### src/rtl/ahblite_slave_mux_if.sv
// AHB-Lite bus bundle between the address decoder / four slaves and the response mux.
// The slave modport is the mux side; the master modport is the bus fabric side.
interface ahblite_slave_mux_if;
    logic        HREADY;
    logic [1:0]  HTRANS;
    logic        P0_HSEL, P1_HSEL, P2_HSEL, P3_HSEL;
    logic        P0_HREADYOUT, P1_HREADYOUT, P2_HREADYOUT, P3_HREADYOUT;
    logic        P0_HRESP, P1_HRESP, P2_HRESP, P3_HRESP;
    logic [31:0] P0_HRDATA, P1_HRDATA, P2_HRDATA, P3_HRDATA;
    logic        HREADYOUT;
    logic        HRESP;
    logic [31:0] HRDATA;
    logic        TIMEOUT_FLAG;

    modport slave (
        input  HREADY, HTRANS,
        input  P0_HSEL, P1_HSEL, P2_HSEL, P3_HSEL,
        input  P0_HREADYOUT, P1_HREADYOUT, P2_HREADYOUT, P3_HREADYOUT,
        input  P0_HRESP, P1_HRESP, P2_HRESP, P3_HRESP,
        input  P0_HRDATA, P1_HRDATA, P2_HRDATA, P3_HRDATA,
        output HREADYOUT, HRESP, HRDATA, TIMEOUT_FLAG
    );

    modport master (
        output HREADY, HTRANS,
        output P0_HSEL, P1_HSEL, P2_HSEL, P3_HSEL,
        output P0_HREADYOUT, P1_HREADYOUT, P2_HREADYOUT, P3_HREADYOUT,
        output P0_HRESP, P1_HRESP, P2_HRESP, P3_HRESP,
        output P0_HRDATA, P1_HRDATA, P2_HRDATA, P3_HRDATA,
        input  HREADYOUT, HRESP, HRDATA, TIMEOUT_FLAG
    );
endinterface

### src/rtl/ahblite_slave_mux.sv
// AHB-Lite response mux for four slaves, with built-in default slave (two-cycle ERROR)
// and a data-phase stall watchdog that aborts a hung slave with the same ERROR sequence.
module ahblite_slave_mux #(
    parameter bit          Port0_en    = 1'b1,
    parameter bit          Port1_en    = 1'b1,
    parameter bit          Port2_en    = 1'b1,
    parameter bit          Port3_en    = 1'b1,
    parameter int unsigned TIMEOUT_CYC = 1024,
    parameter bit          TIMEOUT_EN  = 1'b1
) (
    input  logic               HCLK,
    input  logic               HRESETn,
    ahblite_slave_mux_if.slave bus
);
    localparam int          NPORT   = 4;
    localparam int          D_DEF   = 4;
    localparam logic [5:0]  SEL_DEF  = 6'b01_0000;
    localparam logic [5:0]  SEL_NONE = 6'b10_0000;
    localparam logic [1:0]  ST_IDLE = 2'd0;
    localparam logic [1:0]  ST_ERR1 = 2'd1;
    localparam logic [1:0]  ST_ERR2 = 2'd2;
    localparam logic [NPORT-1:0] PORT_EN  = {Port3_en, Port2_en, Port1_en, Port0_en};
    localparam logic [15:0]      WD_LIMIT = 16'(TIMEOUT_CYC - 1);

    logic [NPORT-1:0]       hsel, s_rdy, s_resp;
    logic [NPORT-1:0][31:0] s_data;
    logic                   unused_htrans0;

    assign hsel   = {bus.P3_HSEL, bus.P2_HSEL, bus.P1_HSEL, bus.P0_HSEL} & PORT_EN;
    assign s_rdy  = {bus.P3_HREADYOUT, bus.P2_HREADYOUT, bus.P1_HREADYOUT, bus.P0_HREADYOUT};
    assign s_resp = {bus.P3_HRESP, bus.P2_HRESP, bus.P1_HRESP, bus.P0_HRESP};
    assign s_data = {bus.P3_HRDATA, bus.P2_HRDATA, bus.P1_HRDATA, bus.P0_HRDATA};
    assign unused_htrans0 = bus.HTRANS[0];

    logic [5:0]  dsel_q, dsel_d, dsel_dec;
    logic [1:0]  state_q, state_d;
    logic [15:0] wcnt_q, wcnt_d;
    logic        flag_q, flag_d;
    logic        hreadyout, hresp;
    logic [31:0] hrdata;
    logic        stalled, wd_fire, accept;

    // Lowest port index wins; no enabled select on an active transfer goes to the default slave.
    always_comb begin
        dsel_dec = bus.HTRANS[1] ? SEL_DEF : SEL_NONE;
        for (int i = NPORT-1; i >= 0; i--) begin
            if (hsel[i]) begin
                dsel_dec    = '0;
                dsel_dec[i] = 1'b1;
            end
        end
    end

    always_comb begin
        hreadyout = 1'b1;
        hresp     = 1'b0;
        hrdata    = '0;
        for (int i = 0; i < NPORT; i++) begin
            if (dsel_q[i]) begin
                hreadyout = s_rdy[i];
                hresp     = s_resp[i];
                hrdata    = s_data[i];
            end
        end
        case (state_q)
            ST_ERR1: begin hreadyout = 1'b0; hresp = 1'b1; hrdata = '0; end
            ST_ERR2: begin hreadyout = 1'b1; hresp = 1'b1; hrdata = '0; end
            default: ;
        endcase
    end

    // A slave that raises HREADYOUT on the limit cycle is not stalled, so it completes normally.
    assign stalled = (state_q == ST_IDLE) && (|dsel_q[NPORT-1:0]) && !hreadyout;
    assign wd_fire = TIMEOUT_EN && stalled && (wcnt_q == WD_LIMIT);
    assign accept  = bus.HREADY && (state_q != ST_ERR1);

    always_comb begin
        wcnt_d = '0;
        if (TIMEOUT_EN && stalled && !wd_fire)
            wcnt_d = wcnt_q + 16'd1;
    end

    always_comb begin
        state_d = ST_IDLE;
        dsel_d  = dsel_q;
        flag_d  = flag_q | wd_fire;
        if (wd_fire) begin
            state_d = ST_ERR1;
            dsel_d  = SEL_DEF;
        end else if (state_q == ST_ERR1) begin
            state_d = ST_ERR2;
        end else if (accept) begin
            dsel_d = dsel_dec;
            if (dsel_dec[D_DEF])
                state_d = ST_ERR1;
        end else if (state_q == ST_IDLE) begin
            state_d = ST_IDLE;
        end
    end

    always_ff @(posedge HCLK or negedge HRESETn) begin
        if (!HRESETn) begin
            dsel_q  <= SEL_NONE;
            state_q <= ST_IDLE;
            wcnt_q  <= '0;
            flag_q  <= 1'b0;
        end else begin
            dsel_q  <= dsel_d;
            state_q <= state_d;
            wcnt_q  <= wcnt_d;
            flag_q  <= flag_d;
        end
    end

    assign bus.HREADYOUT    = hreadyout;
    assign bus.HRESP        = hresp;
    assign bus.HRDATA       = hrdata;
    assign bus.TIMEOUT_FLAG = flag_q;
endmodule

### src/flat_wrapper.sv
// flat-port wrapper written by rule: the top's interface ports become plain ports
module ahblite_slave_mux_flat 
#(
    parameter bit          Port0_en    = 1'b1,
    parameter bit          Port1_en    = 1'b1,
    parameter bit          Port2_en    = 1'b1,
    parameter bit          Port3_en    = 1'b1,
    parameter int unsigned TIMEOUT_CYC = 1024,
    parameter bit          TIMEOUT_EN  = 1'b1
)
  (HCLK, HRESETn, bus_HREADY, bus_HTRANS, bus_P0_HSEL, bus_P1_HSEL, bus_P2_HSEL, bus_P3_HSEL, bus_P0_HREADYOUT, bus_P1_HREADYOUT, bus_P2_HREADYOUT, bus_P3_HREADYOUT, bus_P0_HRESP, bus_P1_HRESP, bus_P2_HRESP, bus_P3_HRESP, bus_P0_HRDATA, bus_P1_HRDATA, bus_P2_HRDATA, bus_P3_HRDATA, bus_HREADYOUT, bus_HRESP, bus_HRDATA, bus_TIMEOUT_FLAG);
  ahblite_slave_mux_if bus_i ();
  input  logic HCLK;
  input  logic HRESETn;
  input wire logic [$bits(bus_i.HREADY)-1:0] bus_HREADY;
  input wire logic [$bits(bus_i.HTRANS)-1:0] bus_HTRANS;
  input wire logic [$bits(bus_i.P0_HSEL)-1:0] bus_P0_HSEL;
  input wire logic [$bits(bus_i.P1_HSEL)-1:0] bus_P1_HSEL;
  input wire logic [$bits(bus_i.P2_HSEL)-1:0] bus_P2_HSEL;
  input wire logic [$bits(bus_i.P3_HSEL)-1:0] bus_P3_HSEL;
  input wire logic [$bits(bus_i.P0_HREADYOUT)-1:0] bus_P0_HREADYOUT;
  input wire logic [$bits(bus_i.P1_HREADYOUT)-1:0] bus_P1_HREADYOUT;
  input wire logic [$bits(bus_i.P2_HREADYOUT)-1:0] bus_P2_HREADYOUT;
  input wire logic [$bits(bus_i.P3_HREADYOUT)-1:0] bus_P3_HREADYOUT;
  input wire logic [$bits(bus_i.P0_HRESP)-1:0] bus_P0_HRESP;
  input wire logic [$bits(bus_i.P1_HRESP)-1:0] bus_P1_HRESP;
  input wire logic [$bits(bus_i.P2_HRESP)-1:0] bus_P2_HRESP;
  input wire logic [$bits(bus_i.P3_HRESP)-1:0] bus_P3_HRESP;
  input wire logic [$bits(bus_i.P0_HRDATA)-1:0] bus_P0_HRDATA;
  input wire logic [$bits(bus_i.P1_HRDATA)-1:0] bus_P1_HRDATA;
  input wire logic [$bits(bus_i.P2_HRDATA)-1:0] bus_P2_HRDATA;
  input wire logic [$bits(bus_i.P3_HRDATA)-1:0] bus_P3_HRDATA;
  output wire logic [$bits(bus_i.HREADYOUT)-1:0] bus_HREADYOUT;
  output wire logic [$bits(bus_i.HRESP)-1:0] bus_HRESP;
  output wire logic [$bits(bus_i.HRDATA)-1:0] bus_HRDATA;
  output wire logic [$bits(bus_i.TIMEOUT_FLAG)-1:0] bus_TIMEOUT_FLAG;
  assign bus_i.HREADY = bus_HREADY;
  assign bus_i.HTRANS = bus_HTRANS;
  assign bus_i.P0_HSEL = bus_P0_HSEL;
  assign bus_i.P1_HSEL = bus_P1_HSEL;
  assign bus_i.P2_HSEL = bus_P2_HSEL;
  assign bus_i.P3_HSEL = bus_P3_HSEL;
  assign bus_i.P0_HREADYOUT = bus_P0_HREADYOUT;
  assign bus_i.P1_HREADYOUT = bus_P1_HREADYOUT;
  assign bus_i.P2_HREADYOUT = bus_P2_HREADYOUT;
  assign bus_i.P3_HREADYOUT = bus_P3_HREADYOUT;
  assign bus_i.P0_HRESP = bus_P0_HRESP;
  assign bus_i.P1_HRESP = bus_P1_HRESP;
  assign bus_i.P2_HRESP = bus_P2_HRESP;
  assign bus_i.P3_HRESP = bus_P3_HRESP;
  assign bus_i.P0_HRDATA = bus_P0_HRDATA;
  assign bus_i.P1_HRDATA = bus_P1_HRDATA;
  assign bus_i.P2_HRDATA = bus_P2_HRDATA;
  assign bus_i.P3_HRDATA = bus_P3_HRDATA;
  assign bus_HREADYOUT = bus_i.HREADYOUT;
  assign bus_HRESP = bus_i.HRESP;
  assign bus_HRDATA = bus_i.HRDATA;
  assign bus_TIMEOUT_FLAG = bus_i.TIMEOUT_FLAG;
  ahblite_slave_mux #(.Port0_en(Port0_en), .Port1_en(Port1_en), .Port2_en(Port2_en), .Port3_en(Port3_en), .TIMEOUT_CYC(TIMEOUT_CYC), .TIMEOUT_EN(TIMEOUT_EN)) u_core (.HCLK(HCLK), .HRESETn(HRESETn), .bus(bus_i));
endmodule
### config.mk
export PLATFORM = sky130hd
export DESIGN_NAME = ahblite_slave_mux_flat
export DESIGN_NICKNAME = d
export VERILOG_FILES = /design/src/rtl/ahblite_slave_mux_if.sv /design/src/rtl/ahblite_slave_mux.sv /design/src/flat_wrapper.sv
export SDC_FILE = /design/constraint.sdc
export NUM_CORES = 1
export LEC_CHECK = 0
export ABC_AREA = 1
export CORE_AREA = 5 5 88 90
export CTS_CLUSTER_DIAMETER = 30
export DETAILED_ROUTE_END_ITERATION = 10
export DIE_AREA = 0 0 93 95
export GPL_ROUTABILITY_DRIVEN = 0
export PLACE_DENSITY_LB_ADDON = 0.15
export SLEW_MARGIN = 10
export SYNTH_ARGS = -nofsm -noshare
export SYNTH_HDL_FRONTEND = slang
export SYNTH_SLANG_ARGS = --single-unit
### constraint.sdc
create_clock -name HCLK -period 1.75 [get_ports HCLK]
set_input_delay 0.35 -clock HCLK [delete_from_list [all_inputs] [get_ports HCLK]]
set_output_delay 0.35 -clock HCLK [all_outputs]
set_load 0.01 [all_outputs]
==> run_results.csv, run 1 <==
group,metric,value,unit
critical_path,path_class,"flop to output pin",
floorplan,io_pins,180,
power,power_density,460,nW/um^2
min_path,hold_path_class,"input port to async pin",
floorplan,dieWidth,93,microns
floorplan,core.rowCount,31,
critical_path,setup.worst_path.start,"u_core.state_q[0]",
clock_tree,hold_buffers,0,
routing,routed_via_density,5.40,
clock_tree,clockBufferDepth,2,
routing,wire_per_inst,20.0,microns
power,intPower,1.47,mW
global_routing,grt_pass1_wl,17000,microns
power,p_total,2.25,mW
synth,synth_cell_types,29,
synth,ys_warn_count,0,
critical_path,critical_path_required,1.40,ns
clock_tree,cts.sinks,23,
power,pwr-share-clk,0.146,
placed_design,dpl_worst_slack,-0.535,ns
critical_path,ff2ff_path_depth,11,
placed_design,port_buffers,178,
global_routing,grt_pass1_vias,3257,
critical_path,cp-start-kind,"flop",
synth,synth_edf_count,0,
routing,drtPass1Iterations,4,
power,ir_worst_vdd,0.518,mV
finish,fillers,526,
critical_path,reg2reg_from,"u_core.state_q[0]",
global_routing,overflow,0,
timing,final_hold_viol_count,0,
timing,finalCritPeriodShare,1.15,
synth,synthArstFlopShare,1.00,
power,switching_share,0.349,
routing,antenna_left,0,
synth,syn_inst,307,
power,p_leak,2.03,nW
critical_path,endpoint,"bus_HRDATA[9]",
power,pwr-share-seq,0.251,
floorplan,initial_utilization,0.323,
floorplan,die_y,95,microns
timing,rsz0062_at_grt,"yes",
clock_tree,clk_pin_slew,0.08,ns
routing,vias,3212,
timing,finalClockSkew,0.00203,ns
critical_path,worstSetupEndpointType,"output pin",
power,switchingPower,787,uW
routing,wirelength,11900,microns
timing,min_period,2.01,ns
outcome,violations,"negative setup slack",
critical_path,cp_max_fo,8,
timing,setup-violations-final,34,
routing,route.detailed.drc,0,
finish,seq_area,577,sq um
timing,worst_slack,-0.265,ns
timing,worstMarginPinSlew,0.295,ns
synth,avgSynthCellArea,7.35,sq um
outcome,outcome,"finished, violations left",
placed_design,hpwl,8330,microns
synth,syn-num-nets,456,
floorplan,coreArea,6980,sq um
timing,fmaxAchievable,496,MHz
timing,slew_viol_final,0,
global_routing,grt_usage,0.244,
clock_tree,cts_buffers,3,
global_routing,grt_max_degree,34,
finish,drive_gt1_frac,0.306,
critical_path,reg2reg_to,"u_core.wcnt_q[9]",
finish,syn_to_final_growth,117,%
critical_path,arrival,1.66,ns
clock_tree,h-tree-depth,1,
finish,multi_input_area,1760,sq um
global_routing,antenna_found_initial,0,
finish,nets,663,
synth,synth_ff_type,"dfrtp_1",
finish,n_antenna_cell,0,
clock_tree,cts_root_buf,"clkbuf_8",
clock_tree,cts_tree,"done",
synth,syn_area,2260,sq um
routing,drtIter0Drc,141,
power,pwr-share-comb,0.603,
critical_path,rrSetupSlack,0,ns
synth,yosysSeqAreaShare,0.255,
run,cap_violations,0,
timing,slew_headroom,0.803,
floorplan,die-area,8840,sq um
clock_tree,clk_latency,0.27,ns
synth,synth_seq_cells,23,
registers in the layout (all words and copies together), names as in the netlist:
name	flops
u_core.state_q	2
u_core.dsel_q	4
u_core.bus.TIMEOUT_FLAG	1
u_core.wcnt_q	16
worst min-delay path by stage:
stage	end	slack (ns)	cells after the start	from
2_1_floorplan	u_core.bus.TIMEOUT_FLAG	0.05	0	HRESETn
3_3_place_gp	u_core.bus.TIMEOUT_FLAG	0.45	2	u_core.bus.TIMEOUT_FLAG
3_5_place_dp	u_core.bus.TIMEOUT_FLAG	0.46	2	u_core.bus.TIMEOUT_FLAG
4_1_cts	u_core.wcnt_q[2]	0.43	2	HRESETn
5_1_grt	u_core.wcnt_q[2]	0.45	2	HRESETn
6_report	u_core.wcnt_q[2]	0.43	2	HRESETn
synth_stat cells (3+ instances only):
master	instances	area [sq um]
nand2_1	47	176
buf_2	6	30.0
inv_1	30	113
nor2_4	13	146
o221ai_1	33	289
nand3_1	13	65.1
xor2_1	7	61.3
ha_1	4	50.1
inv_2	4	15.0
clkbuf_1	12	45.0
nand2_2	3	18.8
nor2_1	31	116
a22oi_1	32	240
dfrtp_1	23	576
a21oi_1	32	160
metal layers:
metal	share of wire	routed length (microns)	global-route usage	up-vias
met2	0.52	6200	0.438	150
met4	0.028	333	0.0842	0
met5	0	0	0	-
li1	-	-	-	1517
met1	0.36	4310	0.280	1514
met3	0.089	1060	0.0629	31
power by group through the flow:
stage,logic (mW),clock network (mW),registers (mW)
after floorplan,0.446,0,0.569
after global placement,1.21,0,0.570
after detailed placement,1.22,0,0.571
after CTS,1.26,0.345,0.562
after global routing,1.45,0.369,0.570
final,1.36,0.328,0.566
logic make-up (layout without fill, tap and decap cells):
logic type / Yosys count / count (layout) / synth area share
DFF: 23 / 23 / 0.255
buffers and inverters: 55 / 261 / 0.105
AOI/OAI and AO/OA: 103 / 103 / 0.328
xor gates and xnor gates: 9 / 9 / 0.0349
adders and majority gates: 4 / 4 / 0.0222
and+or+nand+nor: 113 / 113 / 0.254
critical path, cell delays in order (launching register included):
cell and delay [ns]:
dfrtp_1 0.40, inv_2 0.09, ha_4 0.22, clkinv_8 0.08, buf_6 0.10, buf_8 0.13, o221ai_2 0.09, a21oi_1 0.13
buf_2 0.16
area by class of cell:
| type | count | area share |
|---|---|---|
| sequential | 23 | 0.118 |
| clock buffer | 3 | 0.00842 |
| clock inverter | 1 | 0.00102 |
| tap | 82 | 0.0209 |
| multi-input combinational | 229 | 0.359 |
| timing repair buffer | 222 | 0.463 |
| inverter | 35 | 0.0299 |
per-stage QoR:
step / cell area (sq um) / hold slack [ns] / instances / utilization / TNS [ns]
3_5_place_dp: 4300 / 0.456 / 569 / 0.616 / -14.26
2_1_floorplan: 2260 / 0.0544 / 307 / - / -0.210
6_report: 4900 / 0.426 / 595 / 0.702 / -6.28
3_3_place_gp: 4300 / 0.449 / 569 / 0.616 / -12.41
4_1_cts: 4640 / 0.430 / 587 / 0.664 / -5.51
5_1_grt: 4900 / 0.446 / 595 / 0.702 / -10.93
timing repair:
action                                 4_1_cts  5_1_grt
gates resized for setup                    185       35
pin swaps                                    8       19
setup endpoints to repair                   53       53
setup buffers                               10        6
cloned                                       6        3
endpoints found under the hold margin        0        0
cell usage in the layout, fill, tap and decap left out, types with 3 or more instances in the layout:
| master | count |
|---|---|
| dfrtp_1 | 22 |
| o221ai_2 | 22 |
| buf_6 | 7 |
| buf_2 | 32 |
| clkdlybuf4s50_1 | 144 |
| clkbuf_8 | 3 |
| buf_12 | 9 |
| a21oi_2 | 6 |
| nand2_2 | 4 |
| o221ai_1 | 10 |
| inv_2 | 6 |
| nor2_1 | 24 |
| inv_1 | 27 |
| xor2_1 | 7 |
| nand3_1 | 10 |
| a22oi_1 | 31 |
| nand2_1 | 44 |
| buf_4 | 20 |
| nand3_2 | 3 |
| a21oi_1 | 26 |
| clkbuf_16 | 3 |
| buf_16 | 5 |
| nor2_4 | 21 |
| ha_1 | 3 |
(Power assumes the default switching activity.)
==> run 2: changes to the inputs <==
- ABC_AREA: 1 -> 0
- CORE_AREA: 5 5 88 90 -> 5 5 86 88
- DIE_AREA: 0 0 93 95 -> 0 0 91 93
- HOLD_SLACK_MARGIN: unset -> 0.06
- REMOVE_ABC_BUFFERS: unset -> 1
==> run 2 against run 1 <==
  * The flow still finishes with violations (negative setup slack)
  * Area after synthesis decreased by 12%
  * Core utilization is 2.3 points lower
  * Sequential power fell by 2%
  * Clock skew up 0.0025 ns
  * Global-route usage decreased by 1.2 points
  * Wire length shrank 7.0%
  * Total power shrank 3.2%
  * Largest power group unchanged
  * Die area decreased by 4.2%
==> run_results.csv, run 2 <==
group,metric,value,unit
timing,worst_slack,-0.273,ns
finish,fin_util,0.679,
finish,final_cell_mix,"clkdlybuf4s50_1 (144), nor3_1 (39), o22ai_1 (31), buf_2 (29), a221oi_2 (25)",
synth,syn_inst,245,
floorplan,core.rowCount,30,
power,p_total,2.18,mW
routing,drtIter0Drc,98,
synth,synthTopCellsByArea,"dfrtp_1 (29%), a221oi_1 (15%), nor3_1 (12%), o22ai_1 (10%), xor2_1 (4.9%)",
synth,synth.largest_area_cell,"dfrtp_1",
finish,post_layout_nonfiller_instances,520,
critical_path,arrival,1.67,ns
power,p_leak,1.83,nW
run,cap_violations,0,
routing,drtPass1Iterations,4,
timing,min_period,2.02,ns
timing,fmaxAchievable,494,MHz
global_routing,grt_pass1_wl,16000,microns
routing,route.detailed.drc,0,
timing,slew_viol_final,0,
outcome,outcome,"finished, violations left",
synth,synth_top_area_frac,0.290,
routing,routed_via_density,5.62,
synth,ys_warn_count,0,
synth,avgSynthCellArea,8.09,sq um
floorplan,coreArea,6570,sq um
timing,fin_setup_tns,-6.63,ns
finish,final_common_cell,"clkdlybuf4s50_1",
clock_tree,hold_buffers,0,
clock_tree,cts.sinks,23,
routing,wirelength,11100,microns
global_routing,overflow,0,
finish,fillers,537,
routing,wire_per_inst,21.3,microns
synth,synth_edf_count,0,
critical_path,crit_family,"compound AO/OA/AOI/OAI gates",
placed_design,numPlacedInstances,505,
critical_path,worstSetupEndpointType,"output pin",
global_routing,grt_pass1_vias,2832,
min_path,hold_path_class,"input port to async pin",
timing,setup-violations-final,34,
clock_tree,cts_buffers,3,
synth,synthArstFlopShare,1.00,
finish,n_antenna_cell,0,
finish,largest_register_ffs,16,
routing,antenna_left,0,
placed_design,hpwl,8150,microns
finish,multi_input_area,1600,sq um
synth,synth_ff_type,"dfrtp_1",
placed_design,dpl_worst_slack,-0.674,ns
placed_design,postPlaceCellArea,4030,sq um
floorplan,die-area,8460,sq um
synth,yosysSeqAreaShare,0.290,
synth,synth_seq_cells,23,
timing,final_hold_viol_count,0,
critical_path,cp_slowest_cell,"dfrtp_2",
finish,drive_gt1_frac,0.302,
floorplan,initial_utilization,0.302,
timing,finalClockSkew,0.00449,ns
timing,holdWs,0.426,ns
clock_tree,clk_pin_slew,0.08,ns
clock_tree,clockBufferDepth,2,
clock_tree,clk_latency,0.27,ns
synth,synth_cell_types,36,
critical_path,critical_path_required,1.40,ns
critical_path,cp_max_fo,4,
timing,finalCritPeriodShare,1.16,
clock_tree,cts_tree,"done",
floorplan,io_pins,180,
synth,syn_area,1980,sq um
timing,slew_headroom,0.693,
global_routing,grt_max_degree,34,
finish,final_cell_area,4460,sq um
finish,nets,590,
finish,seq_area,578,sq um
finish,syn_to_final_growth,125,%
synth,ys_top_cells_by_count,"nor3_1 (47), a221oi_1 (33), o22ai_1 (32), dfrtp_1 (23), clkbuf_1 (21)",
critical_path,path_class,"flop to output pin",
critical_path,crit_chain,"or2_4, a221o_1, a32o_2, inv_4, buf_6",
routing,vias,2922,
timing,worstMarginPinSlew,0.456,ns
critical_path,critical-path-max-stage-delay,0.44,ns
timing,rsz0062_at_grt,"yes",
critical_path,cp-start-kind,"flop",
placed_design,port_buffers,178,
floorplan,die_y,93,microns
power,ir_worst_vdd,0.593,mV
outcome,violations,"negative setup slack",
synth,post-synth-top-count-cell,"nor3_1",
global_routing,grt_usage,0.232,
clock_tree,cts_root_buf,"clkbuf_8",
finish,top_regs,"u_core.wcnt_q: 16 flops, u_core.dsel_q: 4 flops, u_core.state_q: 2 flops",
power,power_density,489,nW/um^2
floorplan,dieWidth,91,microns
finish,regMostFlops,"u_core.wcnt_q",
clock_tree,h-tree-depth,1,
global_routing,antenna_found_initial,0,
critical_path,worst-path-buf-inv,2,
run 2: cell types whose count changed after synthesis, moves of 13 or more:
| cell | before | now |
|---|---|---|
| nor2_1 | 31 | 2 |
| nor2_4 | 13 | 0 |
| o221ai_1 | 33 | 0 |
| a21oi_1 | 32 | 8 |
| a22oi_1 | 32 | 2 |
| inv_1 | 30 | 5 |
| o22ai_1 | 2 | 32 |
| a221oi_1 | 0 | 33 |
| nor3_1 | 1 | 47 |
| nand2_1 | 47 | 3 |
run 2: area by class of cell:
class / instances / area share
Clock buffer: 4 / 0.0101
Inverter: 7 / 0.00814
Multi-Input combinational cell: 186 / 0.359
Sequential cell: 23 / 0.130
Tap cell: 80 / 0.0224
Timing Repair Buffer: 220 / 0.471
run 2: what timing repair did:
item,in CTS,in global routing
cloned,0,4
endpoints found under the setup margin,44,54
pin swaps,6,7
resized for setup,160,65
buffers inserted,3,4
run 2: kinds of logic (layout without fill, tap and decap cells):
| group | after synthesis | after routing | synth area share |
|---|---|---|---|
| buffers and inverters | 36 | 231 | 0.0763 |
| multiplexers | 2 | 2 | 0.0101 |
| adder cells (fa/ha/maj) | 4 | 4 | 0.0252 |
| AO/OA/AOI/OAI | 82 | 82 | 0.304 |
| XOR/XNOR | 13 | 13 | 0.0574 |
| AND/OR/NAND/NOR | 85 | 85 | 0.237 |
| flip-flops | 23 | 23 | 0.290 |
run 2: worst paths after layout:
kind	from	endpoint	slack, ns	cells after the start
hold reg to reg	u_core.bus.TIMEOUT_FLAG	u_core.bus.TIMEOUT_FLAG	0.46	1
max in group asynchronous	HRESETn	u_core.dsel_q[1]	1.07	2
setup / recovery	u_core.dsel_q[3]	bus_HREADYOUT	-0.27	5
setup reg to reg	u_core.dsel_q[3]	u_core.wcnt_q[15]	0.03	6
min in group HCLK	u_core.bus.TIMEOUT_FLAG	u_core.bus.TIMEOUT_FLAG	0.46	1
hold / removal	HRESETn	u_core.wcnt_q[15]	0.43	2
run 2: power by group:
part	switching [mW]	internal (mW)
sequential	0.0119	0.545
clock	0.175	0.163
combinational	0.570	0.715
total	0.757	1.42
run 2: routing by layer:
metal	part of all wire	vias up	track usage
met5	0	-	0
met4	0.013	0	0.0501
met3	0.066	9	0.0338
met2	0.51	109	0.408
met1	0.41	1418	0.301
li1	-	1386	-
==> run 3: changes to the inputs <==
- ABC_CLOCK_PERIOD_IN_PS: unset -> 1750
==> results of run 3 <==
The final DEF is identical to that of run 2; final timing and power are the same.
